## src/rtl/div_pkg.sv

```systemverilog
// Shared definitions for the sequential signed divider: FSM encoding,
// iteration-counter sizing and the fixed results returned for exceptional operands.
package div_pkg;

  typedef enum logic [1:0] {
    IDLE,
    CALC,
    FIX,
    DONE
  } div_state_t;

  // Exception results: divide-by-zero gives an all-ones quotient, both exceptions a zero
  // remainder, and overflow the most-negative quotient (sign bit set, rest clear).
  localparam logic DZ_QUOT_FILL = 1'b1;
  localparam logic EXC_REM_FILL = 1'b0;
  localparam logic OVF_QUOT_MSB = 1'b1;

  function automatic int clog2(input int value);
    int result;
    result = 0;
    while ((1 << result) < value) result++;
    return result;
  endfunction

endpackage

```

## src/rtl/sign_magn.sv

```systemverilog
// Two's-complement to magnitude/sign converter; force_neg turns it into a plain
// negator for values that are already magnitudes.
module sign_magn #(
  parameter int WIDTH = 8
) (
  input  logic [WIDTH-1:0] value,
  input  logic             force_neg,
  output logic [WIDTH-1:0] magn,
  output logic             sign
);

  // 2^(WIDTH-1) is its own negation, so the most-negative input yields its unsigned magnitude.
  assign sign = value[WIDTH-1];
  assign magn = (sign | force_neg) ? -value : value;

endmodule

```

## src/rtl/seq_signed_divider.sv

```systemverilog
// Sequential signed divider: restoring radix-2 core on operand magnitudes, one quotient
// bit per cycle, with signs and exception results applied in a single FIX cycle.
module seq_signed_divider
  import div_pkg::*;
#(
  parameter int N = 16,
  parameter int W = 5
) (
  input  logic         clk,
  input  logic         rst,
  input  logic [N-1:0] a,
  input  logic [W-1:0] b,
  input  logic         in_valid,
  output logic         in_ready,
  output logic [N-1:0] quot,
  output logic [W-1:0] rem,
  output logic         dz,
  output logic         ovf,
  output logic         out_valid,
  input  logic         out_ready
);

  localparam int CNT_W = clog2(N + 1);

  div_state_t       state;
  logic [CNT_W-1:0] cnt;
  logic [N:0]       pr;
  logic [N-1:0]     q;
  logic [W-1:0]     b_mag;
  logic             a_sign;
  logic             b_sign;
  logic             dz_pend;
  logic             ovf_pend;

  logic [N-1:0]     a_mag_in;
  logic [W-1:0]     b_mag_in;
  logic             a_sign_in;
  logic             b_sign_in;
  logic [N+1:0]     diff;
  logic [N-1:0]     q_signed;
  logic [W-1:0]     r_signed;
  logic             q_sign_unused;
  logic             r_sign_unused;

  sign_magn #(.WIDTH(N)) u_mag_a (
    .value     (a),
    .force_neg (1'b0),
    .magn      (a_mag_in),
    .sign      (a_sign_in)
  );

  sign_magn #(.WIDTH(W)) u_mag_b (
    .value     (b),
    .force_neg (1'b0),
    .magn      (b_mag_in),
    .sign      (b_sign_in)
  );

  // In FIX the quotient magnitude is at most 2^(N-1) and the remainder magnitude below
  // 2^(W-1), so their own sign bits never cause an unwanted negation.
  sign_magn #(.WIDTH(N)) u_neg_q (
    .value     (q),
    .force_neg (a_sign ^ b_sign),
    .magn      (q_signed),
    .sign      (q_sign_unused)
  );

  sign_magn #(.WIDTH(W)) u_neg_r (
    .value     (pr[W-1:0]),
    .force_neg (a_sign),
    .magn      (r_signed),
    .sign      (r_sign_unused)
  );

  // Trial subtraction of the shifted partial remainder; the top bit is the borrow.
  assign diff = {pr, q[N-1]} - {{(N + 2 - W){1'b0}}, b_mag};

  always_ff @(posedge clk) begin
    if (rst) begin
      state     <= IDLE;
      in_ready  <= 1'b1;
      out_valid <= 1'b0;
      quot      <= '0;
      rem       <= '0;
      dz        <= 1'b0;
      ovf       <= 1'b0;
      cnt       <= '0;
      pr        <= '0;
      q         <= '0;
      b_mag     <= '0;
      a_sign    <= 1'b0;
      b_sign    <= 1'b0;
      dz_pend   <= 1'b0;
      ovf_pend  <= 1'b0;
    end else begin
      unique case (state)
        IDLE: begin
          if (in_valid) begin
            state    <= CALC;
            in_ready <= 1'b0;
            cnt      <= CNT_W'(N);
            pr       <= '0;
            q        <= a_mag_in;
            b_mag    <= b_mag_in;
            a_sign   <= a_sign_in;
            b_sign   <= b_sign_in;
            dz_pend  <= (b_mag_in == '0);
            ovf_pend <= a_mag_in[N-1] && b_sign_in && (b_mag_in == W'(1));
          end
        end
        // The dividend shifts out of q's top while quotient bits shift in at the bottom;
        // the extra cycle seeing cnt == 0 makes the result land N+2 cycles after accept.
        CALC: begin
          if (cnt == '0) begin
            state <= FIX;
          end else begin
            cnt <= cnt - CNT_W'(1);
            if (diff[N+1]) begin
              pr <= {pr[N-1:0], q[N-1]};
              q  <= {q[N-2:0], 1'b0};
            end else begin
              pr <= diff[N:0];
              q  <= {q[N-2:0], 1'b1};
            end
          end
        end
        FIX: begin
          state     <= DONE;
          out_valid <= 1'b1;
          dz        <= dz_pend;
          ovf       <= ovf_pend;
          if (dz_pend) begin
            quot <= {N{DZ_QUOT_FILL}};
            rem  <= {W{EXC_REM_FILL}};
          end else if (ovf_pend) begin
            quot <= {OVF_QUOT_MSB, {(N - 1){~OVF_QUOT_MSB}}};
            rem  <= {W{EXC_REM_FILL}};
          end else begin
            quot <= q_signed;
            rem  <= r_signed;
          end
        end
        DONE: begin
          if (out_ready) begin
            state     <= IDLE;
            out_valid <= 1'b0;
            in_ready  <= 1'b1;
          end
        end
        default: state <= IDLE;
      endcase
    end
  end

endmodule

```

## config.mk

```make
export PLATFORM = sky130hd
export DESIGN_NAME = seq_signed_divider
export DESIGN_NICKNAME = d
export VERILOG_FILES = /design/src/rtl/div_pkg.sv /design/src/rtl/sign_magn.sv /design/src/rtl/seq_signed_divider.sv
export SDC_FILE = /design/constraint.sdc
export NUM_CORES = 1
export LEC_CHECK = 0
export ABC_AREA = 1
export CORE_UTILIZATION = 52
export DETAILED_ROUTE_END_ITERATION = 6
export GPL_ROUTABILITY_DRIVEN = 0
export GPL_TIMING_DRIVEN = 0
export HOLD_SLACK_MARGIN = 0.05
export PLACE_DENSITY = 0.75
export SETUP_SLACK_MARGIN = 0.5
export SLEW_MARGIN = 10
export SYNTH_ARGS = -nofsm -noshare
export SYNTH_HDL_FRONTEND = slang
export SYNTH_SLANG_ARGS = --single-unit
```

## constraint.sdc

```tcl
create_clock -name clk -period 1.8 [get_ports clk]
set_clock_uncertainty 0.15 [all_clocks]
set_input_delay 0.18 -clock clk [delete_from_list [all_inputs] [get_ports clk]]
set_output_delay 0.18 -clock clk [all_outputs]
set_load 0.1 [all_outputs]
```

==> impl_results.md, run 1 <==
* Status: finished with violations
* Failing checks: design-rule violations, negative setup slack
* Final Setup Violations at 44
* Area post-placement at 5850 µm²
* Fin area at 7980 µm²
* TritonCTS Buffers at 9
* Global-route wire length before repair at 27800 µm
* Post-Synthesis Cells at 742
* Clk_lat worst skew at 0.37 ns
* Crit path arrival time at 2.26 ns
* Top sig layer: met4
* Most common cell after layout, fill and taps aside: nand2_1
* Yosys warns at 0
* Met3 WL at 2190 µm
* Length of the first detailed-routing pass in iterations at 7
* Routed wire per std cell at 21.4 µm
* Detailed-placement wirelength estimate at 10200 µm
* Initial Utilization at 54.7%
* Die X at 98.5 µm
* Total gr overflow at 0
* FF-to-FF Start: b_mag[3]
* Slew @ Worst Pin at 0.750 ns
* Most frequent cells in the layout: 134 x nand2_1, 69 x inv_1, 64 x buf_4
* Inst Count DP at 898
* Maxcap violations at 0
* FF-to-FF End: pr[16]
* Share of cells above drive strength 1 at 47.0%
* Core area at 8850 µm²
* Vias at 6464
* Dpl ws at -0.313 ns
* WS Path Type: reg -> reg
* H-tree levels at 3
* CP Capture Type: flop
* Post-Syn Area per Cell at 6.52 µm²
* Synth cell types at 41
* Num rows at 34
* Slew headroom at 50.0%
* Final instance count without filler cells at 1013
* Layout fillers at 355
* Number of flops mapped to enable cells by yosys at 0
* Final wirelength at 21700 µm
* Final hold violation count at 0
* Syn-to-layout area delta at 64.9%
* Top Ports at 50
* Synthesized Nets at 783
* Required time of the critical path at 1.93 ns
* Final Max Slew Viols at 0
* CTS max path bufs at 2
* Vias in the first global route at 5767
* Die area at 9690 µm²
* GRT Util Overall at 36.0%
* N_diodes at 0
* Nets at 941
* Sink Count at 74
* DR DRC count at 5
* Flop2flop setup slack at -0.33 ns
* Routed met2 length at 10400 µm
* Period utilization at 118%
* Post-layout min period at 2.13 ns
* Routed Antenna Nets at 0
* Post-Syn Area at 4840 µm²
* Primary FF master, synth: dfxtp_1
* Ys async rst share at 0%
* Worst reg2reg path depth at 12
* Largest net degree at the start of global routing at 16
* CTS clk-pin slew, worst paths at 0.09 ns
* DRT iter0 DRCs at 635
* Fmax achieved at 470 MHz
* M1 wire length at 7700 µm
* Startpoint types: flop
* Worst setup margin at -0.329 ns
* PortBufs at 48
* Util after Layout at 90.2%
* Initial antenna violation count at 0
* TritonCTS clock tree: built
* Hold depth at 3
* CP max FO at 4
* Vias per cell at 6.38
* Hold path startpoint: b[0]
* Clock Tree Root: clkbuf_8
* Die Ht at 98.5 µm
* RSZ-0062 raised after global routing: yes
* Seq cells post-synth at 74
* Hold path endpoint: b_mag[0]
* Min-Delay Path Class: in -> reg
* Seq/Total Area, Yosys at 30.6%
==> flip-flops by register name, indices dropped and copies added (netlist names), 2 cells and up <==
register,count
q,16
cnt,5
pr,17
quot,16
state,2
rem,5
b_mag,5
==> cells in the mapped netlist, types with 2 or more instances <==
library cell / n / area, µm²
o21ai_2: 2 / 17.5
nor3b_1: 2 / 15.0
clkbuf_1: 13 / 48.8
a211oi_1: 5 / 37.5
nor4_1: 3 / 18.8
nand2_1: 157 / 589
xnor2_1: 3 / 26.3
nand2_4: 3 / 33.8
buf_1: 3 / 11.3
a21oi_1: 69 / 345
a21oi_2: 3 / 26.3
nand3_2: 6 / 60.1
nand2_2: 9 / 56.3
o211ai_1: 9 / 67.6
nor2_2: 5 / 31.3
clkinv_1: 3 / 11.3
inv_1: 95 / 357
inv_2: 3 / 11.3
nor2_4: 2 / 22.5
or2_0: 2 / 12.5
nand4_2: 3 / 37.5
nand3_1: 91 / 455
xor2_1: 11 / 96.3
nand3b_1: 5 / 37.5
nor3_1: 7 / 35.0
ha_1: 15 / 188
dfxtp_1: 74 / 1480
nand4_1: 8 / 50.1
buf_2: 8 / 40.0
o21ai_0: 53 / 265
nor2_1: 59 / 221
nor2_8: 2 / 40.0
==> critical path, stage by stage, from the launching register on <==
cell,delay (ns)
dfxtp_2,0.33
inv_2,0.06
ha_4,0.25
buf_4,0.15
a21oi_1,0.28
nand2_4,0.11
nand2_4,0.10
nand4_1,0.10
nand2_1,0.11
nand3_1,0.08
nand2_1,0.07
nand3_1,0.08
a21oi_1,0.18
==> worst max path at each step <==
stage | cells past startpoint | slack, ns | to | from
after floorplan | 13 | -0.06 | pr[10] | q[15]
after global placement | 8 | -0.26 | ovf_pend | a[0]
after detailed placement | 8 | -0.31 | ovf_pend | a[0]
after CTS | 13 | -0.20 | pr[9] | pr[3]
after global routing | 13 | -0.37 | pr[14] | b_mag[2]
final | 12 | -0.33 | pr[16] | b_mag[3]
==> layout make-up <==
class                      count  area (µm²)  area share [%]
inverter                     101         433            5.42
buffer                        27         287            3.59
tap                          108         135            1.69
sequential                    74        1550            19.4
clock buffer                   9         124            1.55
timing repair buffer         146        1510            18.9
clock inverter                 7        81.3            1.02
multi-input combinational    541        3860            48.4
==> kinds of logic (layout without fill, tap and decap cells) <==
logic type                 Yosys count  count (layout)  synth area share, %
and+or+nand+nor                    365             366                 35.6
buffers and inverters              128             290                 10.6
DFF                                 74              74                 30.6
AOI/OAI and AO/OA                  145             145                 16.3
xor gates and xnor gates            14              14                 2.53
adders and majority gates           16              16                 4.29
==> stage by stage <==
stage          TNS, ns  hold WS, ns
2_1_floorplan   -0.441        0.192
3_3_place_gp     -8.16        0.278
3_5_place_dp     -9.53        0.282
4_1_cts          -3.19       0.0621
5_1_grt          -9.29       0.0822
6_report         -6.49       0.0858
==> layer usage <==
layer	GRT usage (%)	up-vias
met5	0	-
li1	-	2776
met3	5.89	170
met1	45.6	2990
met4	17.7	0
met2	59.7	528
==> what timing repair did <==
action,CTS,global route
resized for setup,406,112
endpoints found under the hold margin,1,0
gates cloned,11,1
hold buffers,1,0
setup endpoints to repair,98,86
buffers inserted,65,21
pin swaps,75,64
Power of run 1 is left out: the tool's default activity adds up to more than one toggle a clock period on the data nets, which glitch-free logic cannot reach.
==> run 2: changes to the inputs <==
--- a/config.mk
+++ b/config.mk
@@ -11,5 +11,5 @@
 export GPL_ROUTABILITY_DRIVEN = 0
 export GPL_TIMING_DRIVEN = 0
-export HOLD_SLACK_MARGIN = 0.05
+export HOLD_SLACK_MARGIN = 0.06
 export PLACE_DENSITY = 0.75
 export SETUP_SLACK_MARGIN = 0.5
--- a/constraint.sdc
+++ b/constraint.sdc
@@ -3,3 +3,3 @@
 set_input_delay 0.18 -clock clk [delete_from_list [all_inputs] [get_ports clk]]
 set_output_delay 0.18 -clock clk [all_outputs]
-set_load 0.1 [all_outputs]
+set_load 0.05 [all_outputs]
==> run 2 against run 1 <==
The flow still finishes with violations (design-rule violations, negative setup slack). Die area unchanged. Clock-buffer cell count up 2. Non-clock buffer count shrank 26. Worst hold slack improved by 0.056 ns. Worst setup slack better by 0.078 ns. Cell count fell by 2.6%.
==> impl_results.md, run 2 (synthesis results as in run 1) <==
* Startpoint types: flop
* Vias at 5912 (-8.5%)
* Post-layout min period at 2.05 ns (-0.0779 ns)
* Length of the first detailed-routing pass in iterations at 7 (unchanged)
* RSZ-0062 raised after global routing: yes
* Largest reg by FF count: pr
* Final wirelength at 17700 µm (-19%)
* Period utilization at 114% (-4.3 points)
* CP max FO at 6 (+2)
* Routed Antenna Nets at 0 (unchanged)
* GRT Util Overall at 31.8% (-4.2 points)
* N_diodes at 0 (unchanged)
* Most common cell after layout, fill and taps aside: nand2_1
* Detailed-placement wirelength estimate at 10300 µm (+0.85%)
* Vias per cell at 5.99 (-6.1%)
* DR DRC count at 8 (+3)
* PortBufs at 48 (unchanged)
* M1 GR Usage at 41.4% (-4.1 points)
* GR Layer Usage met2 at 52.9% (-6.8 points)
* Vias in the first global route at 5162 (-10%)
* Fmax achieved at 488 MHz (+3.8%)
* Syn-to-layout area delta at 51.8%
* Final instance count without filler cells at 987 (-2.6%)
* Final Setup Violations at 28 (-36%)
* Slew headroom at 50.8% (+0.82 points)
* Final Max Slew Viols at 0 (unchanged)
* Worst reg2reg path depth at 13 (+1)
* CTS max path bufs at 2 (unchanged)
* Sink Count at 74 (unchanged)
* Num rows at 34 (unchanged)
* Dpl ws at -0.495 ns (-0.183 ns)
* Clk_lat worst skew at 0.38 ns (about the same)
* CP Capture Type: flop
* Nets at 915 (-2.8%)
* WS Path Type: reg -> reg
* Hold WS at 0.142 ns (+0.0561 ns)
* Die X at 98.5 µm (unchanged)
* Initial antenna violation count at 0 (unchanged)
* Share of cells above drive strength 1 at 40.5% (-6.5 points)
* Largest net degree at the start of global routing at 14 (-2)
* Die Ht at 98.5 µm (unchanged)
* Largest register FFs at 17 (unchanged)
* Inst Count DP at 898 (unchanged)
* TritonCTS Buffers at 9 (unchanged)
* Final hold violation count at 0 (unchanged)
* Met3 Use GR at 5.25% (-0.64 points)
* Hold depth at 4 (+1)
* Worst setup margin at -0.251 ns (+0.0779 ns)
* DRT iter0 DRCs at 473 (-26%)
* Failing checks: design-rule violations, negative setup slack
* Initial Utilization at 54.7% (unchanged)
* Top Ports at 50 (unchanged)
* Min-Delay Path Class: in -> reg
* Maxcap violations at 0 (unchanged)
* Top Usage Layer GRT: met2
* Global-route wire length before repair at 24600 µm (-12%)
* TritonCTS clock tree: built
* Routed wire per std cell at 17.9 µm (-16%)
* Most frequent cells in the layout: 130 x nand2_1, 73 x buf_4, 67 x nand3_1
* Slew @ Worst Pin at 0.737 ns (-0.0123 ns)
* CTS clk-pin slew, worst paths at 0.09 ns (about the same)
* Total gr overflow at 0 (unchanged)
* Clock Tree Root: clkbuf_8
* Crit path arrival time at 2.20 ns (-0.06 ns)
* H-tree levels at 3 (unchanged)
* Top Registers: pr (17), q (16), quot (16)
* Required time of the critical path at 1.95 ns (+0.02 ns)
* Core area at 8850 µm² (unchanged)
* Die area at 9690 µm² (unchanged)
* Status: finished with violations
[run 2: changes by cell type in the layout (fill, tap and decap cells not counted), sizes merged]
cell | before | now
bufinv | 1 | 0
inv | 103 | 101
clkdlybuf4s50 | 6 | 5
clkdlybuf4s15 | 5 | 2
clkinvlp | 1 | 3
clkinv | 3 | 2
clkbuf | 21 | 27
dlygate4sd2 | 9 | 13
dlymetal6s2s | 1 | 2
buf | 139 | 108
[run 2: metal layers]
layer | up-vias | wire, µm
met5 | - | 0
met4 | 0 | 606
met3 | 65 | 1470
met2 | 353 | 8600
met1 | 2772 | 7000
li1 | 2722 | -
[run 2: cell type report]
| cell class | instances | area (µm²) |
|---|---|---|
| plain buffers | 27 | 283 |
| clock buffers | 11 | 141 |
| clock inverters | 5 | 36.3 |
| fillers | 547 | 1500 |
| inverters | 101 | 439 |
| multi-input cells | 541 | 3700 |
| flip-flops and latches | 74 | 1520 |
| well taps | 108 | 135 |
| repair buffers | 120 | 1090 |
[run 2: critical path, stage by stage (launching register included)]
cell	delay [ns]
dfxtp_2	0.36
inv_2	0.05
ha_4	0.28
nand2_1	0.08
nor2_4	0.10
nand4_4	0.15
nand3_4	0.15
nand2_4	0.08
nand2_8	0.11
buf_12	0.12
inv_8	0.04
nand2_2	0.05
nand3_2	0.09
a21oi_2	0.16
[run 2: timing repair]
action | CTS | global route
setup buffers | 33 | 33
endpoints found under the hold margin | 0 | 2
hold buffers | 0 | 1
cloned | 2 | 4
gates resized for setup | 264 | 175
setup endpoints to repair | 99 | 94
pin swaps | 45 | 57
[run 2: metrics by stage]
step                      setup TNS [ns]  util (%)  instance area [µm²]
after global routing               -6.65      83.0                 7340
after global placement             -9.83      65.7                 5820
after floorplan                   -0.443         -                 5200
after detailed placement          -10.69      65.7                 5820
after CTS                          -3.27      74.0                 6550
final                              -4.04      83.0                 7340
[run 2: path summary, 6_finish.rpt]
kind,start,endpoint,slack (ns)
setup / recovery,b_mag[2],pr[2],-0.25
hold / removal,b[2],b_mag[4],0.14
setup reg to reg,b_mag[2],pr[2],-0.25
hold reg to reg,cnt[0],cnt[0],0.30
Power of run 2 is left out for the same reason.
